`src/rtl/soc_loader_pkg.sv`:
```
// Shared types for the program loader: FSM state encoding and the tohost pass value.
// Latency: n/a (package only).
// Backpressure: n/a.
package soc_loader_pkg;

    typedef enum logic [2:0] {
        IDLE,
        LOAD,
        FILL,
        RUN,
        HALT
    } loader_state_e;

    localparam int TOHOST_PASS = 1;

endpackage

```
`src/rtl/soc_cycle_watchdog.sv`:
```
// Run-budget counter: counts enabled cycles, saturating at MAX_CYCLES; expired_o flags the final budget cycle.
// Latency: count_o updates one cycle after each enabled cycle; expired_o is combinational from count and enable.
// Backpressure: none.
module soc_cycle_watchdog #(
    parameter int MAX_CYCLES = 1000,
    parameter int CYC_W      = $clog2(MAX_CYCLES + 1)
) (
    input  logic             clk_i,
    input  logic             reset_ni,
    input  logic             clear_i,
    input  logic             en_i,
    output logic [CYC_W-1:0] count_o,
    output logic             expired_o
);

    localparam logic [CYC_W-1:0] LIMIT = CYC_W'(MAX_CYCLES);
    localparam logic [CYC_W-1:0] LAST  = CYC_W'(MAX_CYCLES - 1);
    localparam logic [CYC_W-1:0] STEP  = CYC_W'(1);

    logic [CYC_W-1:0] count_q, count_d;

    always_comb begin
        count_d = count_q;
        if (clear_i) begin
            count_d = '0;
        end else if (en_i && (count_q != LIMIT)) begin
            count_d = count_q + STEP;
        end
    end

    always_ff @(posedge clk_i or negedge reset_ni) begin
        if (!reset_ni) begin
            count_q <= '0;
        end else begin
            count_q <= count_d;
        end
    end

    // High during the cycle whose completion exhausts the budget.
    assign expired_o = en_i && (count_q == LAST);
    assign count_o   = count_q;

endmodule

```
`src/rtl/soc_program_loader.sv`:
```
// Program loader: streams an image into instruction memory, optionally zero-fills the rest, then supervises the core run.
// Latency: memory write one cycle after each accepted word; result flags one cycle after tohost or timeout.
// Backpressure: s_ready_o only in LOAD while words remain, from registered state; the stream may stall freely.
module soc_program_loader
    import soc_loader_pkg::*;
#(
    parameter int DATA_W     = 32,
    parameter int ADDR_W     = 10,
    parameter int MAX_CYCLES = 1000,
    parameter bit FILL_ZERO  = 1'b1,
    parameter int CYC_W      = $clog2(MAX_CYCLES + 1)
) (
    input  logic              clk_i,
    input  logic              reset_ni,
    input  logic              start_i,
    input  logic [ADDR_W:0]   prog_len_i,
    input  logic [DATA_W-1:0] s_data_i,
    input  logic              s_valid_i,
    output logic              s_ready_o,
    output logic              mem_we_o,
    output logic [ADDR_W-1:0] mem_addr_o,
    output logic [DATA_W-1:0] mem_wdata_o,
    output logic              core_reset_o,
    input  logic              tohost_valid_i,
    input  logic [DATA_W-1:0] tohost_data_i,
    output logic              busy_o,
    output logic              test_pass_o,
    output logic              test_fail_o,
    output logic              timeout_o,
    output logic [DATA_W-2:0] fail_code_o,
    output logic [CYC_W-1:0]  cycle_count_o
);

    localparam logic [ADDR_W:0] DEPTH = {1'b1, {ADDR_W{1'b0}}};
    localparam logic [ADDR_W:0] ONE   = {{ADDR_W{1'b0}}, 1'b1};
    localparam logic [ADDR_W:0] ZERO  = '0;

    loader_state_e     state_q, state_d;
    logic [ADDR_W:0]   ptr_q, ptr_d, len_q, len_d;
    logic [ADDR_W:0]   len_start, ptr_inc;
    logic              we_q, we_d;
    logic [ADDR_W-1:0] addr_q, addr_d;
    logic [DATA_W-1:0] wdata_q, wdata_d;
    logic              pass_q, pass_d, fail_q, fail_d, tout_q, tout_d;
    logic [DATA_W-2:0] code_q, code_d;
    logic              wd_clear, wd_expired, run;

    assign len_start = (prog_len_i > DEPTH) ? DEPTH : prog_len_i;
    assign ptr_inc   = ptr_q + ONE;
    assign run       = (state_q == RUN);
    assign s_ready_o = (state_q == LOAD) && (ptr_q < len_q);

    soc_cycle_watchdog #(
        .MAX_CYCLES(MAX_CYCLES),
        .CYC_W     (CYC_W)
    ) u_watchdog (
        .clk_i    (clk_i),
        .reset_ni (reset_ni),
        .clear_i  (wd_clear),
        .en_i     (run),
        .count_o  (cycle_count_o),
        .expired_o(wd_expired)
    );

    always_comb begin
        state_d  = state_q;
        ptr_d    = ptr_q;
        len_d    = len_q;
        we_d     = 1'b0;
        addr_d   = addr_q;
        wdata_d  = wdata_q;
        pass_d   = pass_q;
        fail_d   = fail_q;
        tout_d   = tout_q;
        code_d   = code_q;
        wd_clear = 1'b0;
        unique case (state_q)
            IDLE, HALT: begin
                if (start_i) begin
                    len_d    = len_start;
                    ptr_d    = ZERO;
                    pass_d   = 1'b0;
                    fail_d   = 1'b0;
                    tout_d   = 1'b0;
                    code_d   = '0;
                    wd_clear = 1'b1;
                    if (len_start != ZERO) begin
                        state_d = LOAD;
                    end else if (FILL_ZERO) begin
                        state_d = FILL;
                    end else begin
                        state_d = RUN;
                    end
                end
            end
            LOAD: begin
                if (s_valid_i && s_ready_o) begin
                    we_d    = 1'b1;
                    addr_d  = ptr_q[ADDR_W-1:0];
                    wdata_d = s_data_i;
                    ptr_d   = ptr_inc;
                    // Fill follows the image back-to-back; without fill we linger one
                    // cycle so the last write lands before the core leaves reset.
                    if (FILL_ZERO && (ptr_inc == len_q) && (len_q != DEPTH)) begin
                        state_d = FILL;
                    end
                end else if (ptr_q == len_q) begin
                    state_d = RUN;
                end
            end
            FILL: begin
                if (ptr_q != DEPTH) begin
                    we_d    = 1'b1;
                    addr_d  = ptr_q[ADDR_W-1:0];
                    wdata_d = '0;
                    ptr_d   = ptr_inc;
                end else begin
                    state_d = RUN;
                end
            end
            RUN: begin
                if (tohost_valid_i) begin
                    if (tohost_data_i == DATA_W'(TOHOST_PASS)) begin
                        pass_d = 1'b1;
                    end else begin
                        fail_d = 1'b1;
                        code_d = tohost_data_i[DATA_W-1:1];
                    end
                    state_d = HALT;
                end else if (wd_expired) begin
                    tout_d  = 1'b1;
                    state_d = HALT;
                end
            end
            default: state_d = IDLE;
        endcase
    end

    always_ff @(posedge clk_i or negedge reset_ni) begin
        if (!reset_ni) begin
            state_q <= IDLE;
            ptr_q   <= '0;
            len_q   <= '0;
            we_q    <= 1'b0;
            addr_q  <= '0;
            wdata_q <= '0;
            pass_q  <= 1'b0;
            fail_q  <= 1'b0;
            tout_q  <= 1'b0;
            code_q  <= '0;
        end else begin
            state_q <= state_d;
            ptr_q   <= ptr_d;
            len_q   <= len_d;
            we_q    <= we_d;
            addr_q  <= addr_d;
            wdata_q <= wdata_d;
            pass_q  <= pass_d;
            fail_q  <= fail_d;
            tout_q  <= tout_d;
            code_q  <= code_d;
        end
    end

    assign mem_we_o     = we_q;
    assign mem_addr_o   = addr_q;
    assign mem_wdata_o  = wdata_q;
    assign core_reset_o = !run;
    assign busy_o       = (state_q == LOAD) || (state_q == FILL) || run;
    assign test_pass_o  = pass_q;
    assign test_fail_o  = fail_q;
    assign timeout_o    = tout_q;
    assign fail_code_o  = code_q;

endmodule
```
`config.mk`:
```
export PLATFORM = sky130hd
export DESIGN_NAME = soc_program_loader
export DESIGN_NICKNAME = d
export VERILOG_FILES = /design/src/rtl/soc_loader_pkg.sv /design/src/rtl/soc_cycle_watchdog.sv /design/src/rtl/soc_program_loader.sv
export SDC_FILE = /design/constraint.sdc
export NUM_CORES = 1
export LEC_CHECK = 0
export BUFFER_PORTS_ARGS = -buffer_cell sky130_fd_sc_hd__buf_2
export CORE_ASPECT_RATIO = 1.25
export CORE_MARGIN = 2
export CORE_UTILIZATION = 51
export DETAILED_ROUTE_END_ITERATION = 10
export PLACE_DENSITY = 0.8
export SYNTH_ARGS = -nofsm -noshare
export SYNTH_HDL_FRONTEND = slang
export SYNTH_SLANG_ARGS = --single-unit
```
`constraint.sdc`:
```
create_clock -name clk_i -period 2.7 [get_ports clk_i]
set_input_delay 0.135 -clock clk_i [delete_from_list [all_inputs] [get_ports clk_i]]
set_output_delay 0.135 -clock clk_i [all_outputs]
set_load 0.02 [all_outputs]
```
==> flow_results.xml <==
<?xml version="1.0" encoding="UTF-8"?>
<metrics>
  <group name="yosys">
    <metric name="yosys_warning_total" unit="">0</metric>
    <metric name="synth_edf_count" unit="">0</metric>
    <metric name="async_flop_share" unit="">1.00</metric>
    <metric name="seq_area_frac_synth" unit="">0.515</metric>
    <metric name="synth_seq_cells" unit="">112</metric>
    <metric name="ys_dominant_reg_cell" unit="">dfrtp_1</metric>
    <metric name="post-synth-top-area-fraction" unit="">0.515</metric>
    <metric name="post_synthesis_cell_type_with_the_largest_combined_area" unit="">dfrtp_1</metric>
    <metric name="synthDistinctLibCells" unit="">51</metric>
    <metric name="syn_inst" unit="">545</metric>
    <metric name="synth.area.top_cells" unit="">dfrtp_1 (51%), nand2_1 (6.1%), a22o_1 (5.5%)</metric>
    <metric name="post_synth_instance_area" unit="um2">5440</metric>
    <metric name="syn-mean-instance-area" unit="um2">9.99</metric>
    <metric name="syn-num-nets" unit="">640</metric>
  </group>
  <group name="cts">
    <metric name="number_of_h_tree_branching_levels" unit="">3</metric>
    <metric name="ctsRootBufferMaster" unit="">clkbuf_16</metric>
    <metric name="clk_pin_slew_worst_paths" unit="ns">0.08</metric>
    <metric name="tritoncts_clock_tree" unit="">built</metric>
    <metric name="postCtsSetupBuffers" unit="">0</metric>
    <metric name="cts-buffers-inserted" unit="">9</metric>
    <metric name="clock-sinks" unit="">112</metric>
    <metric name="cts_max_path_buffers" unit="">2</metric>
    <metric name="insertion_delay" unit="ns">0.35</metric>
  </group>
  <group name="sta">
    <metric name="timing.final.crit_share" unit="">0.942</metric>
    <metric name="hold_violations" unit="">0</metric>
    <metric name="skew" unit="ns">0.0108</metric>
    <metric name="timing_worst_slew_pin_value" unit="ns">1.18</metric>
    <metric name="final_max_slew_viol_count" unit="">0</metric>
    <metric name="final.min_clock_period" unit="ns">2.54</metric>
    <metric name="setup_viol" unit="">0</metric>
    <metric name="timing.fmax" unit="MHz">393</metric>
    <metric name="worst_slew_margin_rel" unit="">0.214</metric>
    <metric name="setup-tns-final" unit="ns">0</metric>
  </group>
  <group name="global_routing">
    <metric name="grt_usage" unit="">0.242</metric>
    <metric name="grt_pass1_wl" unit="um">21900</metric>
    <metric name="grt_max_degree" unit="">69</metric>
    <metric name="antenna_found_initial" unit="">0</metric>
    <metric name="globalRouteOverflowTotal" unit="">0</metric>
    <metric name="first_global_vias" unit="">4690</metric>
  </group>
  <group name="placement">
    <metric name="finalWeightedCongestion" unit="">0.935</metric>
    <metric name="dp_hpwl" unit="um">10000</metric>
    <metric name="detailed_place.area" unit="um2">6460</metric>
    <metric name="dp.cells" unit="">830</metric>
    <metric name="port-buffer-count" unit="">169</metric>
  </group>
  <group name="cells_and_area">
    <metric name="instances_no_fill" unit="">847</metric>
    <metric name="final_area" unit="um2">6770</metric>
    <metric name="final_util" unit="">0.644</metric>
    <metric name="insertedDiodeCount" unit="">0</metric>
    <metric name="nNetsFinal" unit="">805</metric>
    <metric name="area_growth_syn_to_layout" unit="%">24.3</metric>
    <metric name="multiInputGateArea" unit="um2">2400</metric>
    <metric name="seqCellArea" unit="um2">2800</metric>
    <metric name="fillerInstances" unit="">872</metric>
    <metric name="post_route_cells_drive_above_1_share" unit="">0.312</metric>
  </group>
  <group name="power">
    <metric name="power-per-cell-area" unit="nW/um2">1130</metric>
    <metric name="report.power.total" unit="W">0.00767</metric>
    <metric name="max-vdd-ir-drop" unit="mV">0.657</metric>
    <metric name="leak_pwr" unit="nW">3.57</metric>
  </group>
  <group name="routing">
    <metric name="route.detailed.vias_per_inst" unit="">5.61</metric>
    <metric name="wire_per_inst" unit="um">15.8</metric>
    <metric name="drt_iter0_markers" unit="">268</metric>
    <metric name="routed_wl" unit="um">13400</metric>
    <metric name="drt_drc_violations_left" unit="">0</metric>
    <metric name="first_drt_pass_iteration_count" unit="">5</metric>
    <metric name="drtAntennaViolNets" unit="">0</metric>
    <metric name="routed-via-count" unit="">4753</metric>
  </group>
  <group name="worst_setup_path">
    <metric name="timing.critical_path.fanout_max" unit="">3</metric>
    <metric name="setup_crit_end" unit="">s_ready_o</metric>
    <metric name="worst_path_cell_trace" unit="">inv_1 &gt; ha_1 &gt; nor2b_1 &gt; o21ai_0 &gt; a21oi_1 &gt; o21bai_1 &gt; buf_4 &gt; inv_1 &gt; nor4_2 &gt; buf_4</metric>
    <metric name="cp_slowest_cell" unit="">dfrtp_1</metric>
    <metric name="setup.worst_path.start_class" unit="">flop</metric>
    <metric name="reg2regPathDepth" unit="">9</metric>
    <metric name="worst-endpoint-required" unit="ns">2.57</metric>
    <metric name="critical_path.top_delay_family" unit="">buffers and inverters</metric>
    <metric name="crit-reg2reg-capture" unit="">ptr_q[6]</metric>
    <metric name="timing.critical_path.from" unit="">len_q[1]</metric>
    <metric name="regToRegSetupSlack" unit="ns">0.18</metric>
    <metric name="worst_path_largest_cell_delay" unit="ns">0.39</metric>
    <metric name="total_stage_count_of_the_critical_path" unit="">10</metric>
    <metric name="setup.worst_path.class" unit="">reg -&gt; out</metric>
    <metric name="cp.arrival" unit="ns">2.41</metric>
    <metric name="critical_path_buf_inv_count" unit="">4</metric>
    <metric name="startpoint_of_the_worst_slack_reg_to_reg_timing_path" unit="">len_q[8]</metric>
    <metric name="worst_setup_path_end_kind" unit="">primary output</metric>
  </group>
  <group name="flow_run">
    <metric name="max_cap_violations" unit="">0</metric>
  </group>
  <group name="die">
    <metric name="die_area" unit="um2">11500</metric>
    <metric name="placementRows" unit="">42</metric>
    <metric name="fp.dieW" unit="um">96.4</metric>
    <metric name="floorplan.initialDensity" unit="">0.518</metric>
    <metric name="floorplan.die.height" unit="um">120</metric>
    <metric name="coreArea" unit="um2">10500</metric>
    <metric name="boundaryPins" unit="">170</metric>
  </group>
  <group name="worst_hold_path">
    <metric name="worst_hold_path_type" unit="">in -&gt; reg</metric>
  </group>
  <group name="outcome">
    <metric name="run_status" unit="">finished, final reports clean</metric>
  </group>
</metrics>
[cell families after synthesis]
| group | count (synthesis) | share of synthesized area |
|---|---|---|
| AO/OA/AOI/OAI | 126 | 0.158 |
| adder cells (fa/ha/maj) | 15 | 0.0345 |
| buffers and inverters | 56 | 0.0499 |
| multiplexers | 10 | 0.0202 |
| XOR/XNOR | 20 | 0.0322 |
| AND/OR/NAND/NOR | 206 | 0.191 |
| flip-flops | 112 | 0.515 |
[final cells by class]
cell class	count	share of cell area
Tap cell	132	0.0244
Inverter	21	0.0117
Clock inverter	5	0.00573
Sequential cell	112	0.414
Timing Repair Buffer	189	0.154
Multi-Input combinational cell	377	0.354
Clock buffer	11	0.0359
[Yosys cell counts (2+ instances only)]
cell,number
nand3b_1,7
dfrtp_1,112
a21oi_1,10
nand3_1,13
nor2b_1,5
nor2_1,26
nor4_1,17
ha_1,15
a211o_1,6
a221o_1,5
a211oi_1,2
buf_4,9
inv_1,21
o21ai_0,52
mux2i_1,2
nand4_2,2
nor3b_1,4
xnor2_1,11
o21ai_1,4
nand2_1,89
clkbuf_1,9
xor2_1,9
nand4_1,9
mux2_2,8
and2_1,3
nand2b_1,2
a21o_1,3
buf_2,15
a22o_1,34
o211ai_1,2
and3_1,5
nor3_1,15
[power breakdown]
part / switching (W) / internal (W)
clock: 0.000615 / 0.000661
combinational: 0.00223 / 0.00141
sequential: 0.000445 / 0.00231
total: 0.00329 / 0.00438
[stage by stage]
stage               worst slack (ns)  hold WS [ns]
floorplan                      0.416        -0.161
global placement               0.204         0.201
detailed placement            0.0962         0.210
CTS                           0.0868       0.00298
global route                -0.00107        0.0107
finish                         0.157        0.0144
[per-layer routing]
layer | routed length (um) | up-vias | part of all wire | global-route usage
met3 | 869 | 32 | 0.065 | 0.0515
met2 | 6720 | 172 | 0.50 | 0.401
li1 | - | 2267 | - | -
met1 | 5450 | 2282 | 0.41 | 0.304
met4 | 368 | 0 | 0.027 | 0.0986
met5 | 0 | - | 0 | 0
[tightest hold or removal path: stages]
cell,delay (ns)
buf_2,0.10
nand2_1,0.05
o21ai_1,0.05
[sequential cells by signal, indices dropped and copies added, names as in the netlist]
signal / cells
u_watchdog.count_o: 10
timeout_o: 1
state_q: 3
fail_code_o: 31
ptr_q: 11
test_fail_o: 1
mem_addr_o: 10
len_q: 11
test_pass_o: 1
mem_wdata_o: 32
mem_we_o: 1
[worst min path at each step]
stage / from / to / slack, ns / cells past startpoint
finish: s_data_i[21] / mem_wdata_o[21] / 0.01 / 3
global route: s_data_i[23] / mem_wdata_o[23] / 0.01 / 3
CTS: s_data_i[21] / mem_wdata_o[21] / 0.003 / 3
detailed placement: reset_ni / u_watchdog.count_o[6] / 0.21 / 1
global placement: reset_ni / u_watchdog.count_o[6] / 0.20 / 1
floorplan: reset_ni / fail_code_o[0] / -0.16 / 0
[cell usage in the layout, fill, tap and decap left out, types with 3 or more instances in the layout]
master     instances
buf_4             18
o21ai_0           52
a22o_1            34
clkbuf_16          9
a21oi_1            9
nand4_1            9
a221o_1            5
nand2_1           89
xnor2_1           11
and3_1             5
nand3_1           13
xor2_1             9
a211o_1            6
a21o_1             3
ha_1              15
nor2_1            26
inv_6              3
dfrtp_1          112
nor3_1            14
nor2b_1            5
buf_12             3
nand3b_1           7
nor3b_1            4
and2_1             3
buf_2            167
mux2_2             8
o21ai_1            3
inv_1             21
nor4_1            16
[timing repair]
action                     in CTS  in global routing
setup endpoints to repair       0                  4
hold endpoints to repair       51                  0
gates resized for setup         0                  3
hold buffers                    1                  0
Power figures use the tool's default switching activity.
